$ cat src/rtl/divider_arbiter.sv
// Round-robin front end sharing one fixed-latency divider among NREQ requesters.
// Request-to-response latency is DIV_LAT+3 cycles; req is only looked at in IDLE.
module divider_arbiter #(
    parameter int NREQ    = 2,
    parameter int DIV_LAT = 8
) (
    input  logic                 clk,
    input  logic                 rst,
    input  logic [NREQ-1:0]      req,
    input  logic [NREQ*10-1:0]   a_in,
    input  logic [NREQ*5-1:0]    d_in,
    output logic [NREQ-1:0]      gnt,
    output logic [NREQ-1:0]      rsp_valid,
    output logic [5:0]           rsp_quo,
    output logic [5:0]           rsp_rem,
    output logic                 rsp_divby0,
    output logic                 rsp_ovf,
    output logic                 div_start,
    output logic                 div_finish,
    output logic [9:0]           div_ain,
    output logic [4:0]           div_din,
    input  logic [5:0]           div_quo,
    input  logic [5:0]           div_rem,
    input  logic                 div_divby0,
    input  logic                 div_overflow
);

    localparam int PW = $clog2(NREQ);
    localparam int CW = (DIV_LAT > 1) ? $clog2(DIV_LAT) : 1;

    localparam logic [2:0] S_IDLE    = 3'd0;
    localparam logic [2:0] S_START   = 3'd1;
    localparam logic [2:0] S_WAIT    = 3'd2;
    localparam logic [2:0] S_CAPTURE = 3'd3;
    localparam logic [2:0] S_FINISH  = 3'd4;

    logic [2:0]    r_state;
    logic [PW-1:0] r_ptr;
    logic [PW-1:0] r_owner;
    logic [CW-1:0] r_cnt;
    logic [9:0]    r_ain;
    logic [4:0]    r_din;
    logic [5:0]    r_quo;
    logic [5:0]    r_rem;
    logic          r_divby0;
    logic          r_ovf;

    logic          w_any;
    logic          w_hi_found;
    logic [PW-1:0] w_hi_idx;
    logic [PW-1:0] w_lo_idx;
    logic [PW-1:0] w_win;
    logic [PW-1:0] w_ptr_nxt;
    logic [9:0]    w_a;
    logic [4:0]    w_d;

    // Lowest requester at or above ptr wins; otherwise wrap to the lowest overall.
    always_comb begin
        w_hi_found = 1'b0;
        w_hi_idx   = '0;
        w_lo_idx   = '0;
        for (int i = NREQ - 1; i >= 0; i--) begin
            if (req[i]) begin
                w_lo_idx = PW'(i);
                if (i >= int'(r_ptr)) begin
                    w_hi_found = 1'b1;
                    w_hi_idx   = PW'(i);
                end
            end
        end
        w_win = w_hi_found ? w_hi_idx : w_lo_idx;
    end

    assign w_any     = |req;
    assign w_ptr_nxt = (w_win == PW'(NREQ - 1)) ? '0 : w_win + 1'b1;

    always_comb begin
        w_a = '0;
        w_d = '0;
        for (int i = 0; i < NREQ; i++) begin
            if (w_win == PW'(i)) begin
                w_a = a_in[i*10 +: 10];
                w_d = d_in[i*5 +: 5];
            end
        end
    end

    always_ff @(posedge clk) begin
        if (!rst) begin
            r_state  <= S_IDLE;
            r_ptr    <= '0;
            r_owner  <= '0;
            r_cnt    <= '0;
            r_ain    <= '0;
            r_din    <= '0;
            r_quo    <= '0;
            r_rem    <= '0;
            r_divby0 <= 1'b0;
            r_ovf    <= 1'b0;
        end else begin
            case (r_state)
                S_IDLE: begin
                    if (w_any) begin
                        r_ain   <= w_a;
                        r_din   <= w_d;
                        r_owner <= w_win;
                        r_ptr   <= w_ptr_nxt;
                        r_state <= S_START;
                    end
                end
                S_START: begin
                    r_cnt   <= CW'(DIV_LAT - 1);
                    r_state <= S_WAIT;
                end
                // The divider has no done flag, so its result is trusted after DIV_LAT WAIT cycles.
                S_WAIT: begin
                    if (r_cnt == '0) begin
                        r_state <= S_CAPTURE;
                    end else begin
                        r_cnt <= r_cnt - 1'b1;
                    end
                end
                S_CAPTURE: begin
                    r_quo    <= div_quo;
                    r_rem    <= div_rem;
                    r_divby0 <= div_divby0;
                    r_ovf    <= div_overflow;
                    r_state  <= S_FINISH;
                end
                S_FINISH: begin
                    r_state <= S_IDLE;
                end
                default: begin
                    r_state <= S_IDLE;
                end
            endcase
        end
    end

    always_comb begin
        gnt       = '0;
        rsp_valid = '0;
        for (int i = 0; i < NREQ; i++) begin
            gnt[i]       = (r_state == S_START)  && (r_owner == PW'(i));
            rsp_valid[i] = (r_state == S_FINISH) && (r_owner == PW'(i));
        end
    end

    assign div_start  = (r_state == S_START);
    assign div_finish = (r_state == S_FINISH);
    assign div_ain    = r_ain;
    assign div_din    = r_din;
    assign rsp_quo    = r_quo;
    assign rsp_rem    = r_rem;
    assign rsp_divby0 = r_divby0;
    assign rsp_ovf    = r_ovf;

endmodule

$ cat config.mk
export PLATFORM = sky130hd
export DESIGN_NAME = divider_arbiter
export DESIGN_NICKNAME = d
export VERILOG_FILES = /design/src/rtl/divider_arbiter.sv
export SDC_FILE = /design/constraint.sdc
export NUM_CORES = 1
export LEC_CHECK = 0
export ABC_AREA = 1
export ABC_CLOCK_PERIOD_IN_PS = 1700
export CORE_ASPECT_RATIO = 2
export CORE_MARGIN = 1
export CORE_UTILIZATION = 37
export CTS_CLUSTER_DIAMETER = 200
export DETAILED_ROUTE_END_ITERATION = 8
export GPL_ROUTABILITY_DRIVEN = 0
export HOLD_SLACK_MARGIN = 0.05
export PLACE_DENSITY_LB_ADDON = 0.08
export REMOVE_ABC_BUFFERS = 1
export SLEW_MARGIN = 20
export SYNTH_ARGS = -nofsm -noshare
export SYNTH_HDL_FRONTEND = slang
export SYNTH_SLANG_ARGS = --single-unit
$ cat constraint.sdc
create_clock -name clk -period 1.7 [get_ports clk]
set_clock_uncertainty 0.2 [all_clocks]
set_input_delay 0.34 -clock clk [delete_from_list [all_inputs] [get_ports clk]]
set_output_delay 0.34 -clock clk [all_outputs]
set_load 0.02 [all_outputs]
==> run summary <==
==========================================================================================
Overall global routing resource usage .......................................        18.5%
Vias ........................................................................         1773
Part of the total power dissipated in the clock network .....................        25.1%
Floorplan core area .........................................................     4340 um2
Post-synth top area cell ....................................................      dfxtp_1
Netlist cell types ..........................................................           22
Clock edge transition at the registers on the reported setup and hold paths .        70 ps
Worst min-delay path category ...............................................      reg2reg
Category of the worst setup path launch point ...............................         flop
Least-Margin Pin Slew .......................................................       242 ps
Average footprint of a synthesized cell .....................................     6.64 um2
Number of max-slew violations in the final report ...........................            0
Tot Pwr .....................................................................    0.00262 W
Standby leakage power .......................................................      1.36 nW
Post-layout minimum cycle time ..............................................      1670 ps
Final net count .............................................................          394
Hold Path End ............................................................... r_ptr$_SDFFE_PN0P_
Clock tree from TritonCTS ...................................................        built
Type of the worst setup path ................................................      reg2out
Final setup TNS .............................................................         0 ps
Storage element area ........................................................      744 um2
Launch point of the worst reg-to-reg path ................................... r_state[0]$_SDFFE_PN0P_
Internal portion of total power .............................................    0.00178 W
Die Ht ......................................................................      96.7 um
R2R Path End ................................................................ div_ain[7]$_SDFFE_PN0P_
Root buffer cell ............................................................     clkbuf_8
PwrDens .....................................................................   963 nW/um2
Post-route fraction of the period consumed by the critical path .............        98.5%
Logic gate share of total power .............................................        34.7%
Async set-or-reset flop fraction in the synthesized netlist .................           0%
Leading post-synthesis cells by instance count .............................. nor2_1, nand2_1, dfxtp_1
Leading cell types by total area after synthesis ............................ dfxtp_1, nor2_1, nand2_1, o21ai_0, inv_1
Number of cells on the worst reg-to-reg path ................................            8
Most common flop cell mapped by yosys .......................................      dfxtp_1
Horiz. Die Dim ..............................................................      49.4 um
Violation count after the first detailed-route iteration ....................           15
Placement row count .........................................................           34
Register-to-register path setup slack .......................................       160 ps
Number of enable-type register cells in the synthesized netlist .............            0
Synthesized netlist cell count ..............................................          250
Per-cell routed wire length .................................................      10.2 um
Top Ports ...................................................................           83
Data arrival time of the critical path ......................................      1130 ps
Die Footprint ...............................................................     4780 um2
Number of buffers on the longest clock path .................................            2
Sinks on the clock net ......................................................           37
Worst rel slew slack ........................................................        83.9%
Wire length of the first global-routing pass ................................      6840 um
Pin count of the biggest net entering global routing ........................           31
Hold buffers post-CTS .......................................................            0
Fill cells ..................................................................          417
NetSw .......................................................................   0.000843 W
H-tree depth ................................................................            2
N_diodes ....................................................................            0
Fraction of power spent switching nets ......................................        32.1%
Peak supply drop ............................................................     0.766 mV
Hold path startpoint ........................................................ r_ptr$_SDFFE_PN0P_
Max-cap violations ..........................................................            0
Area delta synth->final .....................................................        64.1%
Most frequent cell after synthesis ..........................................       nor2_1
Final hold violations .......................................................            0
Drt drc .....................................................................            0
Achievable Freq .............................................................    0.597 GHz
Post-route design area ......................................................     2720 um2
Antenna violation net count after detailed routing ..........................            0
Combined area of all synthesized cells ......................................     1660 um2
Register area share after synthesis .........................................        44.6%
Worst Path Required .........................................................      1160 ps
Clock Latency Late Sink .....................................................       280 ps
Maximum fanout encountered on the critical timing path ......................            3
Wire length reported by the detailed router .................................      4070 um
RSZ-0062 raised after global routing ........................................         true
Run status .................................................................. finished, final reports clean
Total global routing overflow ...............................................            0
Vias in the first global route ..............................................         1595
Drt pass-1 iters ............................................................            4
Setup violations, final .....................................................            0
Nature of the critical path endpoint ........................................ primary output
Initial core utilization ....................................................        38.3%
Cell area after placement ...................................................     2640 um2
Detail Placement HPWL .......................................................      3090 um
Synthesis-stage register bit count ..........................................           37
Number of antenna violations at the first check in global routing ...........            0
Relative contribution of sequential cells to total power ....................        40.2%
Post-detailed-route via-to-cell ratio .......................................         4.44
Util after Layout ...........................................................        62.8%
Hold Path Depth .............................................................            2
Share of the synthesized area in the top cell type ..........................        44.6%
IO Port Bufs ................................................................           82
Synth warn ..................................................................            0
Cts bufs inserted ...........................................................            5
Multi-input gate area in the final layout ...................................      777 um2
Fraction of layout instances using a drive strength above 1 .................        12.2%
==========================================================================================
[cell families after synthesis]
family / count (synthesis) / share of synthesized area (%)
flip-flops: 37 / 44.6
XOR/XNOR: 1 / 0.528
AO/OA/AOI/OAI: 36 / 11.0
buffers and inverters: 39 / 10.2
AND/OR/NAND/NOR: 135 / 32.2
adder cells (fa/ha/maj): 2 / 1.51
[layout make-up]
type | count | area share [%]
clock buffer | 7 | 3.54
tap | 54 | 2.48
inverter | 28 | 3.86
clock inverter | 1 | 0.184
sequential | 37 | 27.3
timing repair buffer | 98 | 34.1
multi-input combinational | 174 | 28.5
[per-stage QoR]
stage               cells  hold WS [ps]  worst slack, ps
detailed placement    391           249             -256
global route          399           282            -49.1
global placement      391           236             -222
CTS                   399           259            -18.1
finish                399           260             25.1
floorplan             239           227             -229
[per-layer routing]
| layer | part of all wire, % | global-route usage, % |
|---|---|---|
| met3 | 4.7 | 4.25 |
| met2 | 55 | 34.9 |
| met1 | 38 | 17.9 |
| met4 | 2.1 | 8.82 |
| met5 | 0 | 0 |
[repair_timing]
item,4_1_cts,5_1_grt
gates cloned,0,0
endpoints found under the setup margin,35,5
setup buffers,0,0
endpoints found under the hold margin,0,0
pin swaps,1,2
gates resized for setup,63,6
[state kept, by name, summed over array words and instances (netlist names)]
| signal | flops |
|---|---|
| div_ain | 10 |
| r_owner | 1 |
| rsp_quo | 6 |
| r_cnt | 3 |
| r_ptr | 1 |
| div_din | 5 |
| rsp_divby0 | 1 |
| rsp_rem | 6 |
| r_state | 3 |
| rsp_ovf | 1 |
[how the worst max path moves through the flow]
| stage | startpoint | endpoint | slack, ps | cells after the start |
|---|---|---|---|---|
| 6_report | r_state[0]$_SDFFE_PN0P_ | rsp_valid[0] | 30 | 4 |
| 5_1_grt | r_state[2]$_SDFFE_PN0P_ | gnt[0] | -50 | 5 |
| 4_1_cts | r_state[2]$_SDFFE_PN0P_ | rsp_valid[0] | -20 | 5 |
| 3_5_place_dp | r_state[2]$_SDFFE_PN0P_ | rsp_valid[0] | -260 | 5 |
| 3_3_place_gp | r_state[2]$_SDFFE_PN0P_ | rsp_valid[1] | -220 | 5 |
| 2_1_floorplan | r_state[2]$_SDFFE_PN0P_ | rsp_valid[0] | -230 | 4 |
[power groups by stage]
stage	logic [W]	clock network (W)	registers, W
floorplan	0.000357	0	0.00118
global placement	0.000961	0	0.00107
detailed placement	0.000965	0	0.00107
CTS	0.000905	0.000684	0.00105
global route	0.00102	0.000719	0.00107
finish	0.000910	0.000659	0.00105
[critical path, stage by stage, from the launching register on]
cell and delay, ps:
dfxtp_2 340, nor3_4 210, inv_2 60, nor2_1 100, buf_4 150
[cells in the final DEF (no fill, tap or decap), types with 2 or more instances in the layout]
cell / synthesis / routed
o21ai_1: 6 / 6
ha_1: 2 / 2
nand2_1: 42 / 42
inv_1: 27 / 25
dlygate4sd2_1: 0 / 29
a21oi_1: 4 / 4
nor2_1: 82 / 81
dfxtp_2: 0 / 3
inv_2: 1 / 3
buf_12: 0 / 3
nor2_2: 1 / 2
dfxtp_1: 37 / 34
o21ai_0: 25 / 25
nand3_1: 5 / 4
buf_4: 3 / 17
clkdlybuf4s50_1: 0 / 47
clkbuf_8: 0 / 7
(Power assumes the default switching activity.)
